<file path="src/rtl/branch_pc_unit.sv">
// PC register and branch resolver: decides taken/not-taken, computes the next PC,
// offers PCs to fetch over valid/ready, traps on misaligned targets, counts retires.
module branch_pc_unit #(
   parameter int                 WIDTH    = 32,
   parameter logic [WIDTH-1:0]   RESET_PC = 32'h8000_0000,
   parameter int                 CNT_W    = 32
) (
   input  logic              clk,
   input  logic              rst,
   input  logic              CTRL_i_branch,
   input  logic              CTRL_i_jal,
   input  logic              CTRL_i_jalr,
   input  logic [2:0]        CTRL_i_funct3,
   output logic              CTRL_o_br_un,
   input  logic              BR_JMP_i_br_eq,
   input  logic              BR_JMP_i_br_lt,
   input  logic [WIDTH-1:0]  IDU_i_imm,
   input  logic [WIDTH-1:0]  IDU_i_valA,
   input  logic              EXU_i_valid,
   input  logic              IFU_i_ready,
   output logic [WIDTH-1:0]  PC_o_pc,
   output logic              PC_o_valid,
   output logic [WIDTH-1:0]  PC_o_snpc,
   output logic              PC_o_taken,
   output logic              PC_o_trap,
   output logic [WIDTH-1:0]  PC_o_badaddr,
   output logic [CNT_W-1:0]  PC_o_retired,
   output logic [CNT_W-1:0]  PC_o_br_taken
);

   // state    | meaning
   // ST_ISSUE | PC offered to fetch, waiting for ready
   // ST_WAIT  | PC accepted, waiting for the instruction to commit
   // ST_TRAP  | misaligned target seen, frozen until reset
   typedef enum logic [1:0] {ST_ISSUE, ST_WAIT, ST_TRAP} state_t;

   state_t              state_q, state_d;
   logic [WIDTH-1:0]    pc_q, pc_d;
   logic                trap_q, trap_d;
   logic [WIDTH-1:0]    badaddr_q, badaddr_d;
   logic [CNT_W-1:0]    retired_q, retired_d;
   logic [CNT_W-1:0]    br_taken_q, br_taken_d;

   logic                br_cond;
   logic                br_hit;
   logic [WIDTH-1:0]    jalr_sum;
   logic [WIDTH-1:0]    target;
   logic                misaligned;

   always_comb begin
      br_cond = 1'b0;
      case (CTRL_i_funct3)
         3'b000:          br_cond = BR_JMP_i_br_eq;
         3'b001:          br_cond = !BR_JMP_i_br_eq;
         3'b100, 3'b110:  br_cond = BR_JMP_i_br_lt;
         3'b101, 3'b111:  br_cond = !BR_JMP_i_br_lt;
         default:         br_cond = 1'b0;
      endcase
   end

   assign br_hit       = CTRL_i_branch && br_cond;
   assign jalr_sum     = IDU_i_valA + IDU_i_imm;
   assign CTRL_o_br_un = CTRL_i_funct3[1];
   assign PC_o_taken   = CTRL_i_jalr || CTRL_i_jal || br_hit;
   assign PC_o_snpc    = pc_q + WIDTH'(4);

   always_comb begin
      if (CTRL_i_jalr)
         target = {jalr_sum[WIDTH-1:1], 1'b0};
      else if (CTRL_i_jal || br_hit)
         target = pc_q + IDU_i_imm;
      else
         target = PC_o_snpc;
   end

   // Sequential fall-through is aligned by construction; only redirects can fault.
   assign misaligned = PC_o_taken && (target[1:0] != 2'b00);

   always_comb begin
      state_d    = state_q;
      pc_d       = pc_q;
      trap_d     = trap_q;
      badaddr_d  = badaddr_q;
      retired_d  = retired_q;
      br_taken_d = br_taken_q;
      case (state_q)
         ST_ISSUE: begin
            if (IFU_i_ready)
               state_d = ST_WAIT;
         end
         ST_WAIT: begin
            if (EXU_i_valid) begin
               if (misaligned) begin
                  state_d   = ST_TRAP;
                  trap_d    = 1'b1;
                  badaddr_d = target;
               end else begin
                  state_d   = ST_ISSUE;
                  pc_d      = target;
                  retired_d = retired_q + CNT_W'(1);
                  if (br_hit && !CTRL_i_jal && !CTRL_i_jalr)
                     br_taken_d = br_taken_q + CNT_W'(1);
               end
            end
         end
         default: ;
      endcase
   end

   always_ff @(posedge clk) begin
      if (rst) begin
         state_q    <= ST_ISSUE;
         pc_q       <= RESET_PC;
         trap_q     <= 1'b0;
         badaddr_q  <= '0;
         retired_q  <= '0;
         br_taken_q <= '0;
      end else begin
         state_q    <= state_d;
         pc_q       <= pc_d;
         trap_q     <= trap_d;
         badaddr_q  <= badaddr_d;
         retired_q  <= retired_d;
         br_taken_q <= br_taken_d;
      end
   end

   assign PC_o_pc       = pc_q;
   assign PC_o_valid    = (state_q == ST_ISSUE);
   assign PC_o_trap     = trap_q;
   assign PC_o_badaddr  = badaddr_q;
   assign PC_o_retired  = retired_q;
   assign PC_o_br_taken = br_taken_q;

endmodule

</file>
<file path="config.mk">
export PLATFORM = sky130hd
export DESIGN_NAME = branch_pc_unit
export DESIGN_NICKNAME = d
export VERILOG_FILES = /design/src/rtl/branch_pc_unit.sv
export SDC_FILE = /design/constraint.sdc
export NUM_CORES = 1
export LEC_CHECK = 0
export BUFFER_PORTS_ARGS = -buffer_cell sky130_fd_sc_hd__buf_4
export CAP_MARGIN = 5
export CORE_MARGIN = 10
export CORE_UTILIZATION = 35
export CTS_CLUSTER_DIAMETER = 100
export DETAILED_ROUTE_END_ITERATION = 10
export RECOVER_POWER = 25
export SYNTH_ARGS = -nofsm -noshare
export SYNTH_HDL_FRONTEND = slang
export SYNTH_SLANG_ARGS = --single-unit
</file>
<file path="constraint.sdc">
create_clock -name clk -period 4.01 [get_ports clk]
set_input_delay 0.802 -clock clk [delete_from_list [all_inputs] [get_ports clk]]
set_output_delay 0.802 -clock clk [all_outputs]
set_load 0.05 [all_outputs]
</file>
# Yosys cells after proc, flatten, opt, wreduce, memory -nomap -nowiden
# Index checks and enable logic that the tools add are counted.
# Widths: inputs -> output; s select.
[classes] add_sub_neg=5 n_eq_ne=8 mux=7 bitwise_logic=1 n_reduce_logical=21
[ops] op="$add 32x1->32 const B" count=2
[ops] op="$add 32x32->32" count=2
[ops] op="$mux 32" count=2
[ops] op="$add 32x3->32 const B" count=1
[ops] op="$eq 3x3->1 const B" count=4
[ops] op="$reduce_and 3->1" count=3
[ops] op="$mux 2" count=3
[ops] op="$logic_and 1x1->1" count=4
[ops] op="$logic_not 1->1" count=4
[ops] op="$ne 2x2->1 const B" count=2
[ops] op="$pmux 1 s4" count=1
[ops] op="$pmux 2 s2" count=1
[ops] op="$reduce_and 4->1" count=1
[ops] op="$reduce_bool 2->1" count=2
[ops] op="$reduce_or 2->1" count=2
[ops] op="$eq 3x1->1 const B" count=1
[ops] op="$logic_not 3->1" count=1
[ops] op="$logic_or 1x1->1" count=3
[ops] op="$eq 2x1->1 const B" count=1
[ops] op="$logic_not 2->1" count=1
[ops] op="$not 1->1" count=1
[word_totals] regBits=131 input_bits=76 output_inout_bits=164

# Depth between registers and ports, before layout
[depth] depth_word=12 depth_mapped=12

# Worst setup path before layout
# No wires, ideal clock.
[synth_timing] kind="register to output" from="register pc_q[8] (netlist: PC_o_pc[8])" to="output PC_o_snpc[31]" arrival_ps=2731 required_time_ps=3208 slack_ps=477 path_stages_with_launch=8 path_buffers=0 cell_sequence="dfxtp_1 -> and3_1 -> and4_1 -> and2_1 -> nand2_1 -> nor2_1 -> nand3_1 -> xnor2_1"
[synth_between] elab_chain_cells=1
[synth_rtl] item="from (decl)" line_no="38" text="logic [WIDTH-1:0] pc_q, pc_d;"
[synth_rtl] item="from (signal assigned)" line_no="120" text="pc_q <= pc_d;"
[synth_rtl] item="$add 32x3->32" line_no="65" text="assign PC_o_snpc = pc_q + WIDTH'(4);"
[synth_rtl] item="to (decl)" line_no="23" text="output logic [WIDTH-1:0] PC_o_snpc,"
# Every way passes these cells.

# Worst setup path in the final report
[layout_timing] from="register pc_q[4] (netlist: PC_o_pc[4])" to="output PC_o_snpc[31]"
# Same word-level chain as after synthesis.

==> flow_summary.yaml <==
clocking:
  insertion_delay_ns: 0.42
  path_clk_slew_ns: 0.06
  clockRootBuffer: "clkbuf_16"
  hold_buffers: 0
  clock-sinks: 131
  clockBufferDepth: 2
  post_cts_resized: 0
  numCtsBuffers: 17
  h-tree-depth: 4
  cts_tree: "yes"
  post_cts_buffers: 0
die:
  die_h_um: 187
  dieArea_sq_mm: 0.0350
  placementRows: 61
  ios: 240
  core_sq_mm: 0.0276
  fp.dieW_um: 187
  initial_core_util_pct: 35.3
power:
  clockPowerShare_pct: 37.9
  p_int_w: 0.00268
  p_sw_w: 0.00140
  powerDensity_mw_per_mm2: 333
  power_frac_comb_pct: 28.2
  p_leak_nw: 5.00
  seq_power_share_pct: 33.9
  p_sw_share_pct: 34.3
  peakVddDrop_v: 0.000208
drt:
  met2_length_mm: 17.4
  met1Wirelength_mm: 16.6
  wl_per_cell_um: 19.6
  top_layer_used: "met4"
  via_per_inst: 5.44
  firstDrtPassIters: 7
  ant_nets: 0
  wirelength_mm: 36.8
  drc: 0
  num_vias: 10200
  dr.first_iter.drc_count: 699
  wl_met3_mm: 2.02
critical_path:
  path_delay_family: "simple AND/OR/NAND/NOR gates"
  worstSetupEndpointType: "output pin"
  worstPathCellList: "and3_1 -> and4_1 -> and2_1 -> nand2_1 -> nor2_1 -> nand3_1 -> xnor2_1 -> buf_4"
  cp_slowest_stage_delay_ns: 0.50
  critical_path_arrival_ns: 2.93
  cp_max_fo: 7
  slowest_stage: "dfxtp_1"
  criticalPathCategory: "reg2out"
  start_kind: "register"
  crit_buf_inv: 1
  required_ns: 3.21
outcome:
  run_status: "finished, violations left"
  violations: "capacitance limit, slew limit"
synthesis:
  ys_ff_latch: 131
  syn_area_per_cell_sq_um: 7.66
  yosys_warnings: 0
  syn_inst: 1274
  synthTopCellsByCount: "152 x nor2_1, 131 x dfxtp_1, 120 x nand2_1, 95 x a21oi_1, 72 x xor2_1"
  ys.flop_type: "dfxtp_1"
  synthTopCellsByArea: "dfxtp_1 27%, ha_1 8.2%, xor2_1 6.5%"
  ys_seq_area_share_pct: 26.9
  synth_top_area_share_pct: 26.9
  synthArstFlopShare_pct: 0
  synth_top_area_cell: "dfxtp_1"
  synth_cell_types: 70
  yosysMostFrequentCell: "nor2_1"
  synth_edf_count: 0
  syn_area_sq_mm: 0.00976
  synth_nets: 1416
timing:
  rsz0062_at_grt: "false"
  finalSetupViolations: 0
  fin_crit_ns: 3.74
  slew_headroom_pct: -52.1
  worst_pin_slew_ns: 2.28
  max_freq_mhz: 268
  post-route-period-util_pct: 93.2
  setup_ws_ns: 0.273
  hold_viol: 0
  maxSlewViolCount: 51
  skew_ns: 0.0138
  timing.setup.tns_ns: 0
worst_hold_path:
  hp-class: "reg2reg"
cells_and_area:
  final_nets: 1627
  layout-drive-gt1-share_pct: 16.0
  areaGrowthSynthToFinish_pct: 25.4
  antennaDiodeCount: 0
global_route:
  grt_first_pass_wirelength_mm: 57.0
  first_global_vias: 9829
  grt_overflow: 0
  track_usage_pct: 20.2
  antenna_found_initial: 0
  grt_max_degree: 54
flow_run:
  max_cap_viol_count: 1
place:
  hpwl_mm: 29.3
  dp_slack_ns: 0.247
  gp_congestion: 0.947
  port-buffer-count: 239
sequential cells by signal, indices dropped and copies added, names as in the netlist:
signal         cells
state_q            2
PC_o_trap          1
PC_o_br_taken     32
PC_o_pc           32
PC_o_retired      32
PC_o_badaddr      32
path summary, 6_finish.rpt:
| kind | slack [ns] | cells past startpoint | endpoint | start |
|---|---|---|---|---|
| worst max-delay path | 0.27 | 8 | PC_o_snpc[31] | PC_o_pc[4] |
| worst min-delay path | 0.46 | 2 | PC_o_badaddr[0] | PC_o_badaddr[0] |
| worst max register to register | 0.72 | 12 | PC_o_pc[30] | PC_o_pc[0] |
| worst min register to register | 0.46 | 2 | PC_o_badaddr[0] | PC_o_badaddr[0] |
power by group through the flow:
stage          registers (W)  logic (W)  clock network [W]
2_1_floorplan        0.00149   0.000671                  0
3_3_place_gp         0.00141    0.00115                  0
3_5_place_dp         0.00141    0.00115                  0
4_1_cts              0.00138    0.00116            0.00157
5_1_grt              0.00138    0.00124            0.00163
6_report             0.00138    0.00115            0.00154
cell usage in the layout (no fill, tap or decap), types with 4 or more instances in the layout:
master,n
and4_1,17
or3_1,8
nand4_1,30
o21ai_0,59
nand3b_1,8
or2_2,7
nand2_1,120
or4_1,6
a31oi_1,11
buf_4,187
xnor2_1,64
and2_1,22
a211oi_1,37
a21oi_1,95
clkinvlp_4,4
a21o_1,21
o22ai_1,11
xor2_1,72
nor2_1,151
o21a_1,13
mux2i_1,4
clkbuf_1,73
and3_1,28
dfxtp_1,131
o31ai_1,6
nor2b_1,8
nand2b_1,26
a211o_1,5
o221ai_1,4
o211ai_1,9
ha_1,64
o21bai_1,8
nor3_1,16
nand3_1,59
clkbuf_16,17
a41oi_1,4
o41ai_1,5
o32ai_1,6
inv_1,25
routing by layer:
layer / GRT usage, % / vias up
li1: - / 5020
met1: 25.8 / 4773
met2: 34.0 / 355
met3: 3.43 / 44
met4: 6.05 / 0
met5: 0 / -
worst min-delay path, stage by stage, from the launching register on:
cell and delay [ns]:
dfxtp_1 0.31, nand2_1 0.05, a21oi_1 0.05
through the flow:
stage	area, sq um	hold slack, ns	instances	util, %	total power [W]
floorplan	9760	0.455	1274	-	0.00216
global placement	11900	0.449	1844	43.2	0.00256
detailed placement	11900	0.450	1844	43.2	0.00256
CTS	12500	0.464	1875	45.3	0.00411
global route	12200	0.492	1875	44.3	0.00425
finish	12200	0.457	1875	44.3	0.00407
cell type report:
class	instances	area [sq um]
repair buffers	261	1700
multi-input cells	1049	6760
clock inverters	12	131
clock buffers	19	453
fillers	2930	15400
flip-flops and latches	131	2620
inverters	25	93.8
well taps	378	473
logic make-up (layout without fill, tap and decap cells):
group	after synthesis	count (layout)	synth area share [%]
simple gates	517	517	26.1
compound gates	326	326	21.9
xor+xnor	136	136	12.2
flops	131	131	26.9
buf+inv	94	317	3.91
fa+ha+maj	66	66	8.61
mux	4	4	0.410
(Power assumes the default switching activity.)
